## src/rtl/reg_pipe_if.sv

```systemverilog
// Handshake bundle for reg_pipe.
//   D/DV/DR : input data, input valid, input ready (DR driven by the pipe)
//   Q/QV/QR : output data, output valid, output ready (QR driven by the sink)
//   CNT     : number of occupied stages, 0..DEPTH
// slave modport is the pipe side; master modport is the producer/consumer side.
interface reg_pipe_if #(
  parameter int unsigned DATA_WIDTH = 4,
  parameter int unsigned DEPTH      = 3
) ();
  logic [DATA_WIDTH-1:0]        D;
  logic                         DV;
  logic                         DR;
  logic [DATA_WIDTH-1:0]        Q;
  logic                         QV;
  logic                         QR;
  logic [$clog2(DEPTH+1)-1:0]   CNT;

  modport slave (
    input  D, DV, QR,
    output DR, Q, QV, CNT
  );

  modport master (
    output D, DV, QR,
    input  DR, Q, QV, CNT
  );
endinterface

```

## src/rtl/reg_pipe.sv

```systemverilog
// reg_pipe: DEPTH-stage valid/ready register pipeline with bubble collapsing.
//   C    : clock, rising edge
//   R    : synchronous active-low reset
//   CLR  : synchronous flush, active-high (only with REG_PIPE_FLUSH_EN defined)
//   pipe : reg_pipe_if.slave (D/DV/DR input side, Q/QV/QR output side, CNT)
// Optional feature macro: REG_PIPE_FLUSH_EN adds the CLR port.
// Stage 0 takes input, stage DEPTH-1 drives Q/QV. A stage gives up its word when the
// stage after it is empty or is itself moving, so any empty stage lets input in.
module reg_pipe #(
  parameter int unsigned          DATA_WIDTH = 4,
  parameter int unsigned          DEPTH      = 3,
  parameter logic [DATA_WIDTH-1:0] INIT_VAL   = '0
) (
  input logic       C,
  input logic       R,
`ifdef REG_PIPE_FLUSH_EN
  input logic       CLR,
`endif
  reg_pipe_if.slave pipe
);

  localparam int unsigned CntW = $clog2(DEPTH + 1);

  logic [DATA_WIDTH-1:0] data_q [DEPTH];
  logic [DATA_WIDTH-1:0] data_d [DEPTH];
  logic [DEPTH-1:0]      valid_q, valid_d;
  logic [DEPTH-1:0]      move;        // stage k hands its word onward this edge
  logic [CntW-1:0]       cnt_q, cnt_d;
  logic                  flush;
  logic                  free_chain;  // ripples from output side toward stage 0
  logic                  dr;
  logic                  in_xfer;
  logic                  out_xfer;

`ifdef REG_PIPE_FLUSH_EN
  assign flush = CLR;
`else
  assign flush = 1'b0;
`endif

  always_comb begin
    move       = '0;
    free_chain = pipe.QR;
    for (int k = int'(DEPTH) - 1; k >= 0; k--) begin
      move[k]    = valid_q[k] && free_chain;
      free_chain = !valid_q[k] || free_chain;
    end

    dr       = R && !flush && free_chain;
    in_xfer  = pipe.DV && dr;
    out_xfer = move[DEPTH-1];

    valid_d[0] = in_xfer || (valid_q[0] && !move[0]);
    data_d[0]  = in_xfer ? pipe.D : data_q[0];
    for (int k = 1; k < int'(DEPTH); k++) begin
      valid_d[k] = move[k-1] || (valid_q[k] && !move[k]);
      data_d[k]  = move[k-1] ? data_q[k-1] : data_q[k];
    end

    cnt_d = cnt_q + CntW'(in_xfer) - CntW'(out_xfer);
  end

  always_ff @(posedge C) begin
    if (!R) begin
      valid_q <= '0;
      cnt_q   <= '0;
      for (int k = 0; k < int'(DEPTH); k++) begin
        data_q[k] <= INIT_VAL;
      end
    end else if (flush) begin
      // Flush drops occupancy only; data registers keep their contents.
      valid_q <= '0;
      cnt_q   <= '0;
    end else begin
      valid_q <= valid_d;
      cnt_q   <= cnt_d;
      data_q  <= data_d;
    end
  end

  assign pipe.DR  = dr;
  assign pipe.Q   = data_q[DEPTH-1];
  assign pipe.QV  = valid_q[DEPTH-1] && !flush;
  assign pipe.CNT = cnt_q;

endmodule

```

## src/flat_wrapper.sv

```systemverilog
// flat-port wrapper written by rule: the top's interface ports become plain ports
module reg_pipe_flat 
#(
  parameter int unsigned          DATA_WIDTH = 4,
  parameter int unsigned          DEPTH      = 3,
  parameter logic [DATA_WIDTH-1:0] INIT_VAL   = '0
)
  (C, R, pipe_D, pipe_DV, pipe_QR, pipe_DR, pipe_Q, pipe_QV, pipe_CNT);
  reg_pipe_if #(.DATA_WIDTH(DATA_WIDTH), .DEPTH(DEPTH)) pipe_i ();
  input logic C;
  input logic R;
  input wire logic [$bits(pipe_i.D)-1:0] pipe_D;
  input wire logic [$bits(pipe_i.DV)-1:0] pipe_DV;
  input wire logic [$bits(pipe_i.QR)-1:0] pipe_QR;
  output wire logic [$bits(pipe_i.DR)-1:0] pipe_DR;
  output wire logic [$bits(pipe_i.Q)-1:0] pipe_Q;
  output wire logic [$bits(pipe_i.QV)-1:0] pipe_QV;
  output wire logic [$bits(pipe_i.CNT)-1:0] pipe_CNT;
  assign pipe_i.D = pipe_D;
  assign pipe_i.DV = pipe_DV;
  assign pipe_i.QR = pipe_QR;
  assign pipe_DR = pipe_i.DR;
  assign pipe_Q = pipe_i.Q;
  assign pipe_QV = pipe_i.QV;
  assign pipe_CNT = pipe_i.CNT;
  reg_pipe #(.DATA_WIDTH(DATA_WIDTH), .DEPTH(DEPTH), .INIT_VAL(INIT_VAL)) u_core (.C(C), .R(R), .pipe(pipe_i));
endmodule
```

## config.mk

```make
export PLATFORM = sky130hd
export DESIGN_NAME = reg_pipe_flat
export DESIGN_NICKNAME = d
export VERILOG_FILES = /design/src/rtl/reg_pipe_if.sv /design/src/rtl/reg_pipe.sv /design/src/flat_wrapper.sv
export SDC_FILE = /design/constraint.sdc
export NUM_CORES = 1
export LEC_CHECK = 0
export BUFFER_PORTS_ARGS = -buffer_cell sky130_fd_sc_hd__buf_2
export CORE_MARGIN = 1.5
export CORE_UTILIZATION = 25
export DETAILED_ROUTE_END_ITERATION = 8
export GPL_ROUTABILITY_DRIVEN = 1
export PLACE_DENSITY_LB_ADDON = 0.1
export SLEW_MARGIN = 20
export SYNTH_ARGS = -nofsm -noshare
export SYNTH_HDL_FRONTEND = slang
export SYNTH_SLANG_ARGS = --single-unit
```

## constraint.sdc

```tcl
create_clock -name C -period 1.5 [get_ports C]
set_input_delay 0.225 -clock C [delete_from_list [all_inputs] [get_ports C]]
set_output_delay 0.225 -clock C [all_outputs]
set_load 0.02 [all_outputs]
```

==> results.cfg <==
[cts]
clock_path_buffers = 2
postCtsSetupRepairBufs = 0
numClockSinks = 17
ctsHoldBuffers = 0
cts_tree = yes
cts_resized = 0
cts_buffers = 3
cts_htree_levels = 1
clk_latency_ps = 280
root_buffer = clkbuf_4
clk_pin_slew_ps = 100

[worst_setup_path]
cp_max_fo = 5
reg2reg_depth = 5
rrSetupSlack_ps = 180
crit_chain = nand4b_2 > and2_2 > buf_2
setup.worst_path.class = reg -> out
cpPeakStageDelay_ps = 410
setup.worst_path.end_class = output port
reg2reg_to = u_core.pipe.CNT[0]
worstPathArrival_ps = 1190
worstPathRequired_ps = 1270
cpLargestDelayFamily = flip-flops
cp-start-kind = flip-flop
crit_path_top_delay_cell = dfxtp_1
cp_num_buf_inv = 1
r2r-start = u_core.valid_q[2]

[sta]
hold_viol = 0
setup_tns_ps = 0
clock.fmax_ghz = 0.707
relSlewSlack = 0.787
finalCritPeriodShare = 0.943
drv_slew = 0
fin_crit_ps = 1410
worstMarginPinSlew_ps = 319
skew_ps = 0.665
setup_viol = 0
whs_ps = 162
rsz0062_at_grt = false

[placed_design]
place.gp.congestion = 0.682
dpl.hpwl_um = 949
placed_cells = 118
placed_cell_area_um2 = 793
io_buffer_count = 15

[layout]
nets = 102
n_antenna_cell = 0
final_cell_area_um2 = 821
layout-drive-gt1-share = 0.253
fillers = 295
area_growth_pct = 14.5
final_cells = 122

[power_and_ir_drop]
ir_drop_mv = 0.616
p_leak_nw = 0.404
p_per_area_nw_per_um2 = 997
power.total_uw = 818

[grt]
antenna_found_initial = 0
grt_max_degree = 13
overflow = 0
grt_pass1_vias = 440
grt_use_total = 0.0880
grt_pass1_wl_um = 2080

[routing]
remaining_drc_errors = 0
num_vias = 517
vias_per_cell = 4.24
dr.pass1.iters = 4
routed_wl_um = 1270
wire_per_inst_um = 10.4
ant_nets = 0
drt_iter0_markers = 8

[synth]
ys_seq_area_frac = 0.475
synth_area_per_cell_um2 = 9.31
syn_nets = 87
ys_types = 21
postSynthCellCount = 77
yosysWarnings = 0
synth_area_um2 = 717
synth_seq_cells = 17

[hold_path]
hold_depth = 3
hold_end = u_core.data_q[8]
min_path_type = in -> reg
min-delay-start = pipe_D[0]

[die]
design.core.area_um2 = 2730
core.rowCount = 19
dieArea_um2 = 3200
die_x_um = 56.6
io_pins = 16
initial_core_util = 0.262
die_h_um = 56.6

[run_status]
status = completed

[flow_run]
cap_violations = 0
[final cells by class]
cell class                      instances  area [um^2]  share of cell area
Timing Repair Buffer                   16         82.6               0.101
Tap cell                               31         38.8              0.0473
Sequential cell                        17          342               0.416
Clock buffer                            4         26.3              0.0320
Inverter                                9         33.8              0.0412
Multi-Input combinational cell         45          298               0.363
[cell usage in the layout (no fill, tap or decap)]
| master | instances |
|---|---|
| nand2_1 | 8 |
| and2_1 | 2 |
| o21ai_2 | 1 |
| clkbuf_4 | 3 |
| ha_1 | 2 |
| nor2_1 | 2 |
| nand4b_2 | 1 |
| xor2_1 | 1 |
| nor2b_1 | 1 |
| dfxtp_1 | 16 |
| mux2i_1 | 8 |
| and3_1 | 1 |
| clkbuf_1 | 1 |
| o21ai_0 | 4 |
| nand3_1 | 4 |
| xnor2_1 | 1 |
| and2_2 | 1 |
| a21oi_1 | 7 |
| inv_1 | 9 |
| buf_2 | 15 |
| dfxtp_2 | 1 |
| buf_4 | 1 |
| nand2b_1 | 1 |
[worst max-delay path by stage]
stage               slack [ps]  cells past startpoint                 end              start
floorplan                   30                      5  u_core.pipe.CNT[0]  u_core.valid_q[2]
global placement           170                      5  u_core.pipe.CNT[0]  u_core.valid_q[2]
detailed placement         180                      4  u_core.pipe.CNT[0]  u_core.valid_q[1]
CTS                         20                      3             pipe_DR  u_core.valid_q[1]
global route                10                      3             pipe_DR  u_core.valid_q[2]
finish                      90                      3             pipe_DR  u_core.valid_q[2]
[cell usage after synthesis]
library cell / count / area [um^2]
clkbuf_1: 1 / 3.75
nor2_1: 2 / 7.51
and3_1: 1 / 6.26
mux2i_1: 8 / 80.1
nand2_1: 8 / 30.0
and2_1: 2 / 12.5
nor2b_1: 1 / 6.26
nand2b_1: 1 / 6.26
a21oi_1: 7 / 35.0
and2_2: 1 / 7.51
o21ai_0: 4 / 20.0
xnor2_1: 1 / 8.76
buf_6: 1 / 11.3
dfxtp_1: 17 / 340
nand4b_2: 1 / 15.0
nand3_1: 4 / 20.0
xor2_1: 1 / 8.76
ha_1: 2 / 25.0
buf_4: 4 / 30.0
inv_1: 9 / 33.8
o21ai_2: 1 / 8.76
[metrics by stage]
step	utilization	worst slack (ps)
finish	0.300	85.5
global route	0.300	11.4
CTS	0.300	19.4
detailed placement	0.290	177
global placement	0.290	167
floorplan	-	33.4
[cell families after synthesis]
logic type / synth area share
adders and majority gates: 0.0349
DFF: 0.475
xor gates and xnor gates: 0.0244
and+or+nand+nor: 0.155
buffers and inverters: 0.110
AOI/OAI and AO/OA: 0.0890
muxes: 0.112
[routing by layer]
layer | global-route usage | wire length [um] | vias to the layer above | share of wire
met5 | 0 | 0 | - | 0
met4 | 0.0204 | 19 | 0 | 0.015
met3 | 0.0507 | 70 | 2 | 0.055
met2 | 0.123 | 538 | 12 | 0.42
met1 | 0.116 | 643 | 228 | 0.51
li1 | - | - | 275 | -
[power by group]
part / total, mW / internal, mW / switching [mW]
Clock: 0.245 / 0.103 / 0.141
Sequential: 0.484 / 0.473 / 0.0115
Combinational: 0.0894 / 0.0390 / 0.0505
Total: 0.818 / 0.615 / 0.203
[flip-flops by register name (all words and copies together), names as in the netlist]
signal           count
u_core.valid_q       3
u_core.data_q        8
u_core.pipe.CNT      2
u_core.pipe.Q        4
[worst reg2reg max path, stage by stage (launching register included)]
cell and delay [ps]:
dfxtp_1 360, and2_1 170, ha_1 260, inv_1 40, ha_1 250, and2_1 150
Power figures use the tool's default switching activity.
